File: src/rtl/synth_pkg.sv
// Shared definitions for the mono note allocator: priority mode codes,
// default widths, the stack entry layout and mode normalisation.
package synth_pkg;

    localparam logic [1:0] PRIO_LAST = 2'd0;
    localparam logic [1:0] PRIO_HIGH = 2'd1;
    localparam logic [1:0] PRIO_LOW  = 2'd2;

    localparam int NOTE_W_DEF = 7;
    localparam int VEL_W_DEF  = 7;

    typedef struct packed {
        logic                  valid;
        logic [NOTE_W_DEF-1:0] note;
        logic [VEL_W_DEF-1:0]  vel;
    } stack_entry_t;

    // Unused code 3 falls back to last-note priority.
    function automatic logic [1:0] norm_mode(input logic [1:0] m);
        logic [1:0] r;
        case (m)
            PRIO_HIGH: r = PRIO_HIGH;
            PRIO_LOW:  r = PRIO_LOW;
            default:   r = PRIO_LAST;
        endcase
        return r;
    endfunction

endpackage

File: src/rtl/note_stack.sv
// Arrival-ordered stack of held keys: search, insert, remove with compaction,
// oldest-entry eviction when full. Exposes the post-update (next) contents.
module note_stack #(
    parameter  int NOTE_W = 7,
    parameter  int VEL_W  = 7,
    parameter  int DEPTH  = 8,
    localparam int CW     = $clog2(DEPTH + 1)
) (
    input  logic                    clk,
    input  logic                    rst,
    input  logic                    note_on,
    input  logic                    note_off,
    input  logic                    all_off,
    input  logic [NOTE_W-1:0]       note,
    input  logic [VEL_W-1:0]        velocity,
    output logic [DEPTH-1:0]        nxt_valid,
    output logic [DEPTH*NOTE_W-1:0] nxt_note,
    output logic [DEPTH*VEL_W-1:0]  nxt_vel,
    output logic [CW-1:0]           nxt_count,
    output logic [CW-1:0]           count
);

    logic [NOTE_W-1:0] note_r [DEPTH];
    logic [VEL_W-1:0]  vel_r  [DEPTH];
    logic [DEPTH-1:0]  valid_r;
    logic [CW-1:0]     count_r;

    logic [NOTE_W-1:0] note_s [DEPTH];
    logic [VEL_W-1:0]  vel_s  [DEPTH];
    logic [DEPTH-1:0]  valid_s;
    logic [CW-1:0]     cnt_s;
    logic              hit_s;
    logic [CW-1:0]     hit_idx_s;
    logic              rem_s;
    logic              add_s;
    logic [CW-1:0]     rem_idx_s;

    // Locate the strobed key among the valid entries (keys are unique).
    always_comb begin
        hit_s     = 1'b0;
        hit_idx_s = '0;
        for (int i = 0; i < DEPTH; i++) begin
            if (valid_r[i] && (note_r[i] == note)) begin
                hit_s     = 1'b1;
                hit_idx_s = CW'(i);
            end else begin
                hit_s     = hit_s;
            end
        end
    end

    // Decide which entry leaves the stack and whether a new one is appended.
    always_comb begin
        rem_s     = 1'b0;
        rem_idx_s = '0;
        add_s     = 1'b0;
        if (all_off) begin
            rem_s = 1'b0;
        end else if (note_on) begin
            add_s = 1'b1;
            if (hit_s) begin
                rem_s     = 1'b1;
                rem_idx_s = hit_idx_s;
            end else if (count_r == CW'(DEPTH)) begin
                rem_s     = 1'b1;
                rem_idx_s = '0;
            end else begin
                rem_s     = 1'b0;
            end
        end else if (note_off) begin
            rem_s     = hit_s;
            rem_idx_s = hit_idx_s;
        end else begin
            rem_s     = 1'b0;
        end
    end

    // Compact over the removed slot, append at the top, apply panic clear.
    always_comb begin
        cnt_s = rem_s ? (count_r - CW'(1)) : count_r;
        for (int i = 0; i < DEPTH; i++) begin
            if (rem_s && (i >= int'(rem_idx_s))) begin
                note_s[i]  = note_r[(i < DEPTH - 1) ? i + 1 : i];
                vel_s[i]   = vel_r[(i < DEPTH - 1) ? i + 1 : i];
                valid_s[i] = (i < DEPTH - 1) ? valid_r[(i < DEPTH - 1) ? i + 1 : i] : 1'b0;
            end else begin
                note_s[i]  = note_r[i];
                vel_s[i]   = vel_r[i];
                valid_s[i] = valid_r[i];
            end
        end
        if (add_s) begin
            for (int i = 0; i < DEPTH; i++) begin
                if (i == int'(cnt_s)) begin
                    note_s[i]  = note;
                    vel_s[i]   = velocity;
                    valid_s[i] = 1'b1;
                end else begin
                    valid_s[i] = valid_s[i];
                end
            end
            cnt_s = cnt_s + CW'(1);
        end else begin
            cnt_s = cnt_s;
        end
        if (all_off) begin
            valid_s = '0;
            cnt_s   = '0;
        end else begin
            valid_s = valid_s;
        end
    end

    // Flatten the next-state view for the selector.
    always_comb begin
        nxt_note  = '0;
        nxt_vel   = '0;
        nxt_valid = valid_s;
        nxt_count = cnt_s;
        for (int i = 0; i < DEPTH; i++) begin
            nxt_note[i*NOTE_W +: NOTE_W] = note_s[i];
            nxt_vel[i*VEL_W +: VEL_W]    = vel_s[i];
        end
    end

    // Stack storage and key count.
    always_ff @(posedge clk or negedge rst) begin
        if (!rst) begin
            valid_r <= '0;
            count_r <= '0;
            for (int i = 0; i < DEPTH; i++) begin
                note_r[i] <= '0;
                vel_r[i]  <= '0;
            end
        end else begin
            valid_r <= valid_s;
            count_r <= cnt_s;
            for (int i = 0; i < DEPTH; i++) begin
                note_r[i] <= note_s[i];
                vel_r[i]  <= vel_s[i];
            end
        end
    end

    assign count = count_r;

endmodule

File: src/rtl/note_mono_prio.sv
// Monophonic note allocator: picks the sounding key from the held-key stack by
// last/highest/lowest priority and drives registered pitch, velocity, gate, retrig.
module note_mono_prio
    import synth_pkg::*;
#(
    parameter int NOTE_W = 7,
    parameter int VEL_W  = 7,
    parameter int DEPTH  = 8,
    parameter int LEGATO = 0
) (
    input  logic                         clk,
    input  logic                         rst,
    input  logic                         note_on,
    input  logic                         note_off,
    input  logic [NOTE_W-1:0]            note,
    input  logic [VEL_W-1:0]             velocity,
    input  logic [1:0]                   mode,
    input  logic                         all_off,
    output logic [NOTE_W-1:0]            out_note,
    output logic [VEL_W-1:0]             out_vel,
    output logic                         out_gate,
    output logic                         out_retrig,
    output logic [$clog2(DEPTH+1)-1:0]   count
);

    localparam int CW = $clog2(DEPTH + 1);

    logic [DEPTH-1:0]        nxt_valid_s;
    logic [DEPTH*NOTE_W-1:0] nxt_note_s;
    logic [DEPTH*VEL_W-1:0]  nxt_vel_s;
    logic [CW-1:0]           nxt_count_s;
    logic [CW-1:0]           count_s;

    logic [1:0]              mode_s;
    logic [NOTE_W-1:0]       sel_note_s;
    logic [VEL_W-1:0]        sel_vel_s;
    logic                    gate_nxt_s;
    logic                    changed_s;
    logic                    retrig_nxt_s;

    logic [NOTE_W-1:0]       out_note_r;
    logic [VEL_W-1:0]        out_vel_r;
    logic                    out_gate_r;
    logic                    out_retrig_r;

    note_stack #(
        .NOTE_W (NOTE_W),
        .VEL_W  (VEL_W),
        .DEPTH  (DEPTH)
    ) u_stack (
        .clk       (clk),
        .rst       (rst),
        .note_on   (note_on),
        .note_off  (note_off),
        .all_off   (all_off),
        .note      (note),
        .velocity  (velocity),
        .nxt_valid (nxt_valid_s),
        .nxt_note  (nxt_note_s),
        .nxt_vel   (nxt_vel_s),
        .nxt_count (nxt_count_s),
        .count     (count_s)
    );

    // Priority selection over the post-update stack; valid entries start at 0.
    always_comb begin
        mode_s     = norm_mode(mode);
        sel_note_s = '0;
        sel_vel_s  = '0;
        for (int i = 0; i < DEPTH; i++) begin
            if (nxt_valid_s[i]) begin
                case (mode_s)
                    PRIO_HIGH: begin
                        if ((i == 0) || (nxt_note_s[i*NOTE_W +: NOTE_W] > sel_note_s)) begin
                            sel_note_s = nxt_note_s[i*NOTE_W +: NOTE_W];
                            sel_vel_s  = nxt_vel_s[i*VEL_W +: VEL_W];
                        end else begin
                            sel_note_s = sel_note_s;
                        end
                    end
                    PRIO_LOW: begin
                        if ((i == 0) || (nxt_note_s[i*NOTE_W +: NOTE_W] < sel_note_s)) begin
                            sel_note_s = nxt_note_s[i*NOTE_W +: NOTE_W];
                            sel_vel_s  = nxt_vel_s[i*VEL_W +: VEL_W];
                        end else begin
                            sel_note_s = sel_note_s;
                        end
                    end
                    default: begin
                        sel_note_s = nxt_note_s[i*NOTE_W +: NOTE_W];
                        sel_vel_s  = nxt_vel_s[i*VEL_W +: VEL_W];
                    end
                endcase
            end else begin
                sel_note_s = sel_note_s;
            end
        end
    end

    // Retrigger on gate rise, or on a pitch/velocity change unless legato.
    always_comb begin
        gate_nxt_s   = (nxt_count_s != '0);
        changed_s    = (sel_note_s != out_note_r) || (sel_vel_s != out_vel_r);
        retrig_nxt_s = gate_nxt_s && (!out_gate_r || ((LEGATO == 0) && changed_s));
    end

    // Output registers; pitch and velocity hold through the release phase.
    always_ff @(posedge clk or negedge rst) begin
        if (!rst) begin
            out_note_r   <= '0;
            out_vel_r    <= '0;
            out_gate_r   <= 1'b0;
            out_retrig_r <= 1'b0;
        end else begin
            if (gate_nxt_s) begin
                out_note_r <= sel_note_s;
                out_vel_r  <= sel_vel_s;
            end else begin
                out_note_r <= out_note_r;
                out_vel_r  <= out_vel_r;
            end
            out_gate_r   <= gate_nxt_s;
            out_retrig_r <= retrig_nxt_s;
        end
    end

    assign out_note   = out_note_r;
    assign out_vel    = out_vel_r;
    assign out_gate   = out_gate_r;
    assign out_retrig = out_retrig_r;
    assign count      = count_s;

endmodule

File: config.mk
export PLATFORM = sky130hd
export DESIGN_NAME = note_mono_prio
export DESIGN_NICKNAME = d
export VERILOG_FILES = /design/src/rtl/synth_pkg.sv /design/src/rtl/note_stack.sv /design/src/rtl/note_mono_prio.sv
export SDC_FILE = /design/constraint.sdc
export NUM_CORES = 1
export LEC_CHECK = 0
export CORE_ASPECT_RATIO = 1.1
export CORE_UTILIZATION = 60
export CTS_BUF_LIST = sky130_fd_sc_hd__clkbuf_16
export DETAILED_ROUTE_END_ITERATION = 7
export GPL_TIMING_DRIVEN = 1
export PLACE_DENSITY = 0.75
export RECOVER_POWER = 25
export SYNTH_ARGS = -nofsm -noshare
export SYNTH_HDL_FRONTEND = slang
export SYNTH_SLANG_ARGS = --single-unit
File: constraint.sdc
create_clock -name clk -period 30.1 [get_ports clk]
set_input_delay 4.515 -clock clk [delete_from_list [all_inputs] [get_ports clk]]
set_output_delay 4.515 -clock clk [all_outputs]
set_load 0.005 [all_outputs]
==> run summary, run 1 <==
The number of buffers added on ports is 40. The final number of setup-violating endpoints is 0. The via count of the first global-routing pass came out at 12900.

The cell class contributing the biggest share of worst-path delay is compound AO/OA/AOI/OAI gates. The tree is rooted in a clkbuf_16. The number of clock sinks is 140. The slack of the critical path is 1.49 ns. The number of H-tree levels is 4. The share of the clock period used by the worst path after layout is 0.950.

In the final layout, the share of cells above drive strength 1 is 0.101. The most used flip-flop cell after synthesis is dfrtp_1. The worst-margin pin slew is 4.20 ns. The max-cap violation count is 2. The required time of the critical path came out at 30.41 ns.

Of all nets on the critical path, the largest fanout is 23. The worst vdd rail ir drop came out at 0.0397 mV. The worst setup path is captured at a flop. Synthesis produced a netlist with a net count of 1609. Yosys printed 0 warnings.

In this run the worst hold path is classified as flop to flop. The filler cell count came out at 1747. The flow ran to the end, but the final reports show violations. The number of nets in the final layout is 1623.

The number of antenna violations at the first check in global routing was 0. Setup repair after global routing left no endpoint under its margin. The final reports fail on max-capacitance violations, max-slew violations.

The number of primary I/O pins is 41. From left edge to right edge, the die measures 140 um. The total congestion overflow after global routing came out at 0. The number of hold buffers added after cts came out at 0.

The register clock-pin slew on the reported worst setup and hold paths is 0.07 ns. The most common cell in the synthesized netlist is nand2_1. The total power after layout came out at 770 uW. For this design the static power due to leakage is 5.73 nW. The placement-stage worst setup slack came out at -0.579 ns. STA puts the critical path data arrival time at 28.92 ns.

The die is 154 um tall. In the final timing run, aggregate negative setup slack is 0 ns. The first TritonRoute pass finished after 6 iterations. The synthesized area per cell is 8.20 um^2.

The maximum count of clock buffers along a single path came out at 2. The power per standard cell area is 55.7 mW/mm^2. The biggest area consumer among synthesized cells is dfrtp_1. The area added between synthesis and finish is 10.1%.

In the detailed route, the total length drawn on met2 is 22000 um. The insertion delay of the later-clocked pin in the worst-skew pair came out at 0.44 ns. The wire length of the first global-routing pass is 76200 um. The number of register bits inferred by synthesis is 140. The area of the core region is 0.0206 mm^2.

The critical path's slowest cell is a211oi_1. The number of violations reported at the end of detailed-routing iteration 0 is 1698. The cell that appears most often on the critical path is a21oi_1. The summed instance area of the synthesized netlist is 0.0126 mm^2. Ranked by total cell area, the synthesized netlist is headed by dfrtp_1, mux2i_1, ha_1. In the final routed layout, each cell accounts on average for 27.1 um. The largest stage delay on the critical path is 0.61 ns. The cell total after placement is 1781. The met1 wire length came out at 17700 um. The number of hold violations in the final report came out at 0. The critical path is of the input port to flop type. The clock tree skew after final layout is 0.0104 ns. The share of the Yosys chip area taken by registers is 0.279. The highest metal layer carrying signal wires in the routed design is met4. The total routing usage reported by global routing is 0.469.

Entering global routing, the biggest net connects 73 pins. The number of enable-type register cells in the synthesized netlist came out at 0. The routed wire length is 49200 um. In this run the remaining antenna-violating nets after routing total 0. The total vias in the final route came out at 13300.

The highest achievable clock rate came out at 35.0 MHz. TritonCTS built the clock tree. STA classifies the critical path startpoint as an input port. The average vias per placed instance came out at 7.30. The cell row count is 55. The full die area came out at 0.0215 mm^2. The worst path needs 28.61 ns of the cycle, external delays included. In the synthesized netlist, the number of instances is 1532. The non-filler instance count after layout came out at 1816. Routability-driven placement finished with a final weighted congestion of 1.12. Wire segments on met3 add up to 5440 um in the final route. The proportion of register bits with asynchronous set or reset after synthesis came out at 1.00. For this run, design rule violations remaining after detail routing come to 0. The effective utilization at floorplan came out at 0.611. Together, buffers and inverters on the worst path number 13. The number of buffers created by CTS is 17. The share of synthesized area in the top cell type comes to 0.279.

The distinct cell type count after synthesis came out at 95. In this run the tightest slew margin relative to its limit is -1.80. After legalization and detailed placement, the total HPWL measured 36700 um. The max-slew violation count is 143. The commonest cells after synthesis are nand2_1, dfrtp_1, nor2_1.
[worst paths after layout]
kind	startpoint	cells past startpoint	endpoint	slack, ns
worst max-delay path	all_off	97	out_retrig	1.49
worst min-delay path	out_note[6]	2	out_note[6]	0.55
worst max register to register	u_stack.note_r[36]	97	out_retrig	5.54
worst min register to register	out_note[6]	2	out_note[6]	0.55
max in group asynchronous	rst	2	u_stack.note_r[16]	19.27
min in group asynchronous	rst	1	u_stack.valid_r[2]	5.55
[cell families (layout without fill, tap and decap cells)]
logic type / after synthesis / after routing / synth area share
XOR/XNOR: 71 / 71 / 0.0501
AO/OA/AOI/OAI: 472 / 472 / 0.255
other: 0 / 1 / 0
buffers and inverters: 171 / 198 / 0.0589
multiplexers: 146 / 146 / 0.120
flip-flops: 140 / 140 / 0.279
adder cells (fa/ha/maj): 56 / 56 / 0.0558
AND/OR/NAND/NOR: 476 / 476 / 0.182
[worst reg2reg max path: cells and delay by family (launching register included)]
| kind | cells | cell delay [ns] |
|---|---|---|
| compound gates | 43 | 10.64 |
| simple gates | 34 | 9.07 |
| fa+ha+maj | 8 | 2.15 |
| buf+inv | 10 | 1.51 |
| flops | 1 | 0.46 |
| mux | 1 | 0.41 |
| xor+xnor | 1 | 0.19 |
[registers in the layout, indices dropped and copies added, names as in the netlist]
| signal | count |
|---|---|
| u_stack.vel_r | 56 |
| u_stack.valid_r | 8 |
| out_retrig | 1 |
| out_vel | 7 |
| u_stack.note_r | 56 |
| out_note | 7 |
| out_gate | 1 |
| u_stack.count | 4 |
[report_power, final]
part | switching, mW | total, mW | leakage (nW) | internal, mW
Combinational | 0.177 | 0.284 | 3.59 | 0.107
Sequential | 0.0351 | 0.256 | 1.83 | 0.221
Clock | 0.103 | 0.230 | 0.306 | 0.127
Total | 0.315 | 0.770 | 5.73 | 0.455
[layout by cell type, fill, tap and decap left out, types with 17 or more instances in the layout]
cell,instances
nand4_1,24
inv_1,80
nand2_1,142
o21ai_0,100
nor2_1,132
nand3_1,38
nor3_1,35
dfrtp_1,140
a21oi_1,111
xor2_1,29
clkbuf_16,17
clkdlybuf4s50_1,32
and2_1,18
ha_1,56
xnor2_1,40
mux2_2,35
mux2i_1,109
buf_4,40
[final cells by class]
type	instances	area, um^2	area share
Inverter	85	319	0.0231
Multi-Input combinational cell	1221	8410	0.608
Timing Repair Buffer	81	663	0.0479
Sequential cell	140	3500	0.253
Clock buffer	17	425	0.0308
Antenna cell	1	2.50	0.000181
Tap cell	256	320	0.0232
Clock inverter	15	191	0.0138
[per-layer routing]
layer / global-route usage / vias to the layer above
met4: 0.379 / 0
met1: 0.554 / 6214
met5: 0 / -
li1: - / 5713
met3: 0.122 / 292
met2: 0.722 / 1038
[what timing repair did]
item,in CTS,in global routing
pin swaps,0,2
setup buffers,0,2
endpoints found under the setup margin,1,12
gates resized for setup,2,25
[through the flow]
step / hold slack [ns] / utilization / cell area [um^2]
after floorplan: 0.491 / - / 12600
after global placement: 0.512 / 0.641 / 13200
after detailed placement: 0.534 / 0.641 / 13200
after global routing: 0.593 / 0.672 / 13800
after CTS: 0.553 / 0.671 / 13800
final: 0.547 / 0.672 / 13800
No activity file was read; power rests on OpenSTA's default activity.
==> inputs of run 2 (changes only) <==
CORE_MARGIN = 1.5   (was default)
SLEW_MARGIN = 20   (was default)
==> run 2 against run 1 <==
The flow still finishes with violations (max-capacitance violations, max-slew violations). Cell area up 0.17%. Flip-flop and latch count unchanged. Count of clock-buffer cells in the layout unchanged. Maximum frequency down 1.1%. Highest routed layer unchanged.
==> run summary, run 2 (synthesis gave the netlist of run 1 again) <==
The endpoint identified for the worst register-to-register timing path is out_retrig. The routed wire length is 50700 um (+3.0%). The global placer's final weighted congestion came out at 1.12 (+0.35%). The library cell used most frequently in the layout, excluding fill and tap cells, is nand2_1. The average vias per placed instance is 7.28 (-0.24%). The final period demand of the worst path is 28.93 ns (+0.316 ns). The die outline width came out at 141 um (+0.71%). The met2 demand-to-capacity share in global routing is 0.742 (+0.0203). The global routing met3 resource utilization was 0.104 (-0.0177). In the layout the commonest cells are nand2_1, dfrtp_1, nor2_1. The total power after layout came to 760 uW (-1.4%). The startpoint of the most critical setup path is note[6]. STA classifies the critical path startpoint as an input port.

The cell row count is 55 (unchanged). The maximum count of clock buffers along a single path came out at 2 (unchanged). The DRC violations left came to 0 (unchanged). The final-layout setup total negative slack is 0 ns (unchanged). The maximum number of pins on one net before global-route repair is 75 (+2.7%).

The startpoint identified for the worst register-to-register timing path is u_stack.note_r[38]. The clock tree skew after final layout came out at 0.0154 ns (+0.00495 ns). The max-slew violation count was 143 (unchanged). In this design, the critical path's most frequently occurring cell is a21oi_1.

The largest stage delay on the critical path came out at 0.84 ns (+0.23 ns). The worst setup path is captured at a flop. TritonCTS built the clock tree.

The placed wire-length estimate after detailed placement is 38200 um (+4.2%). The total routing usage reported by global routing came out at 0.466 (-0.00270). The highest achievable clock rate is 34.6 MHz (-1.1%). The share of the clock period used by the worst path after layout came to 0.961 (+0.0105). The insertion delay of the later-clocked pin in the worst-skew pair came out at 0.45 ns (about the same). The hold slack is 0.535 ns (-0.0120 ns). The leakage power is 5.77 nW (+0.62%). The worst hold-check path type is flop to flop. The number of antenna cells inserted is 0 (-1). The vertical die dimension came out at 155 um (+0.65%). The area of the core region is 0.0206 mm^2 (unchanged). The tree is rooted in a clkbuf_16.

The number of hold violations in the final report came out at 0 (unchanged). The number of buffers added on ports came out at 40 (unchanged). The register clock-pin slew on the reported worst setup and hold paths is 0.07 ns (about the same). The worst hold path begins at out_note[6]. The number of nets still failing antenna checks after routing came to 0 (unchanged). The non-filler instance count after layout came to 1821 (+0.28%).

The arrival time at the worst endpoint is 29.24 ns (+0.32 ns). The standard cell area after detailed placement came to 0.0132 mm^2 (+0.45%). The number of buffers created by CTS came out at 17 (unchanged).

The critical path in this run is classified as input port to flop. The required time of the critical path came out at 30.41 ns (about the same). The count of cells along the worst register-to-register path came out at 97 (unchanged).

For this design, the slowest cell found on the critical path is o311ai_0. The number of H-tree levels is 4 (unchanged). The number of clock sinks is 140 (unchanged). The checks that failed: max-capacitance violations, max-slew violations. The number of antenna violations at the first check in global routing is 1 (+1).

The flow ran to the end, but the final reports show violations. The max-cap violation count was 2 (unchanged). The largest registers in the layout are u_stack.note_r x56, u_stack.vel_r x56, u_stack.valid_r x8. The via count of the first global-routing pass is 12700 (-0.99%). The wire length of the first global-routing pass came out at 76200 um (about the same).

The fraction of met1 tracks used by global routing came to 0.550 (-0.00339). The total vias in the final route is 13300 (+0.030%). The final standard cell utilization of the core came to 0.673 (+0.00116). The total congestion overflow after global routing came out at 0 (unchanged). The setup slack on the worst flop-to-flop path came out at 5.44 ns (-0.10 ns).

The per-cell routed wire length is 27.9 um (+2.8%). The number of detailed-route iterations in the first pass was 6 (unchanged). The slack of the critical path came out at 1.17 ns (-0.316 ns). The fraction of layout cells with a size suffix above 1 was 0.0978 (-0.00294). The final number of setup-violating endpoints is 0 (unchanged). The power per standard cell area is 54.8 mW/mm^2 (-1.5%). The worst vdd rail ir drop is 0.0358 mV (-9.9%). The cell area after layout came to 0.0139 mm^2 (+0.17%). The effective utilization at floorplan came out at 0.611 (unchanged). The number of violations reported at the end of detailed-routing iteration 0 came out at 1605 (-5.5%). The cell total after placement came out at 1787 (+0.34%). The maximum net fanout on the critical path came out at 13 (-43%). The number of nets in the final layout was 1629 (+0.37%). The placement-stage worst setup slack is 0.529 ns (+1.11 ns). The filler cell count was 1752 (+0.29%). The number of primary I/O pins came out at 41 (unchanged).

The full die area came out at 0.0218 mm^2 (+1.4%). The most critical setup path has its endpoint at out_retrig. The normalized max-slew margin came out at -1.72 (+0.0828). The layer flagged by global routing as most heavily used is met2. The worst-margin pin slew came to 4.08 ns (-0.124 ns).

The area added between synthesis and finish is 10.3%.
run 2: changes by cell type in the layout (fill, tap and decap cells not counted), sizes merged:
cell           previous run  this run
buf                      40        46
bufinv                    2         1
clkbuf                   26        21
clkdlybuf4s50            32        33
clkinvlp                  0         2
diode                     1         0
dlymetal6s2s              0         4
inv                      93        92
run 2: report_power, final:
group	internal (mW)	leakage, nW	total [mW]	switching [mW]
clock	0.117	0.283	0.216	0.0991
combinational	0.109	3.65	0.286	0.177
sequential	0.221	1.83	0.257	0.0366
total	0.447	5.77	0.760	0.313
run 2: cell type report:
class,count,area [um^2],area share
clock buffer,17,425,0.0307
tap,256,320,0.0231
timing repair buffer,87,743,0.0536
clock inverter,15,153,0.0110
sequential,140,3500,0.253
multi-input combinational,1221,8390,0.606
inverter,85,319,0.0230
run 2: worst max-delay path: cells and delay by family:
kind / cells / cell delay (ns)
xor gates and xnor gates: 1 / 0.10
adders and majority gates: 8 / 2.32
AOI/OAI and AO/OA: 45 / 11.22
muxes: 1 / 0.44
buffers and inverters: 10 / 1.96
and+or+nand+nor: 34 / 8.66
run 2: worst min-delay path by stage:
stage,endpoint,slack (ns),cells past startpoint
2_1_floorplan,u_stack.vel_r[6],0.49,2
3_3_place_gp,out_note[6],0.52,2
3_5_place_dp,out_note[6],0.52,2
4_1_cts,out_note[6],0.54,2
5_1_grt,out_note[6],0.56,2
6_report,out_note[6],0.54,2
run 2: repair_timing:
item,CTS,global route
gates resized for setup,0,13
hold endpoints to repair,0,0
setup endpoints to repair,0,3
buffers inserted,0,2
hold buffers,0,0
run 2: routing by layer:
layer  part of all wire  up-vias
met5                  0        -
met4              0.086        0
met3               0.10      304
met2               0.44      991
met1               0.37     6259
li1                   -     5707
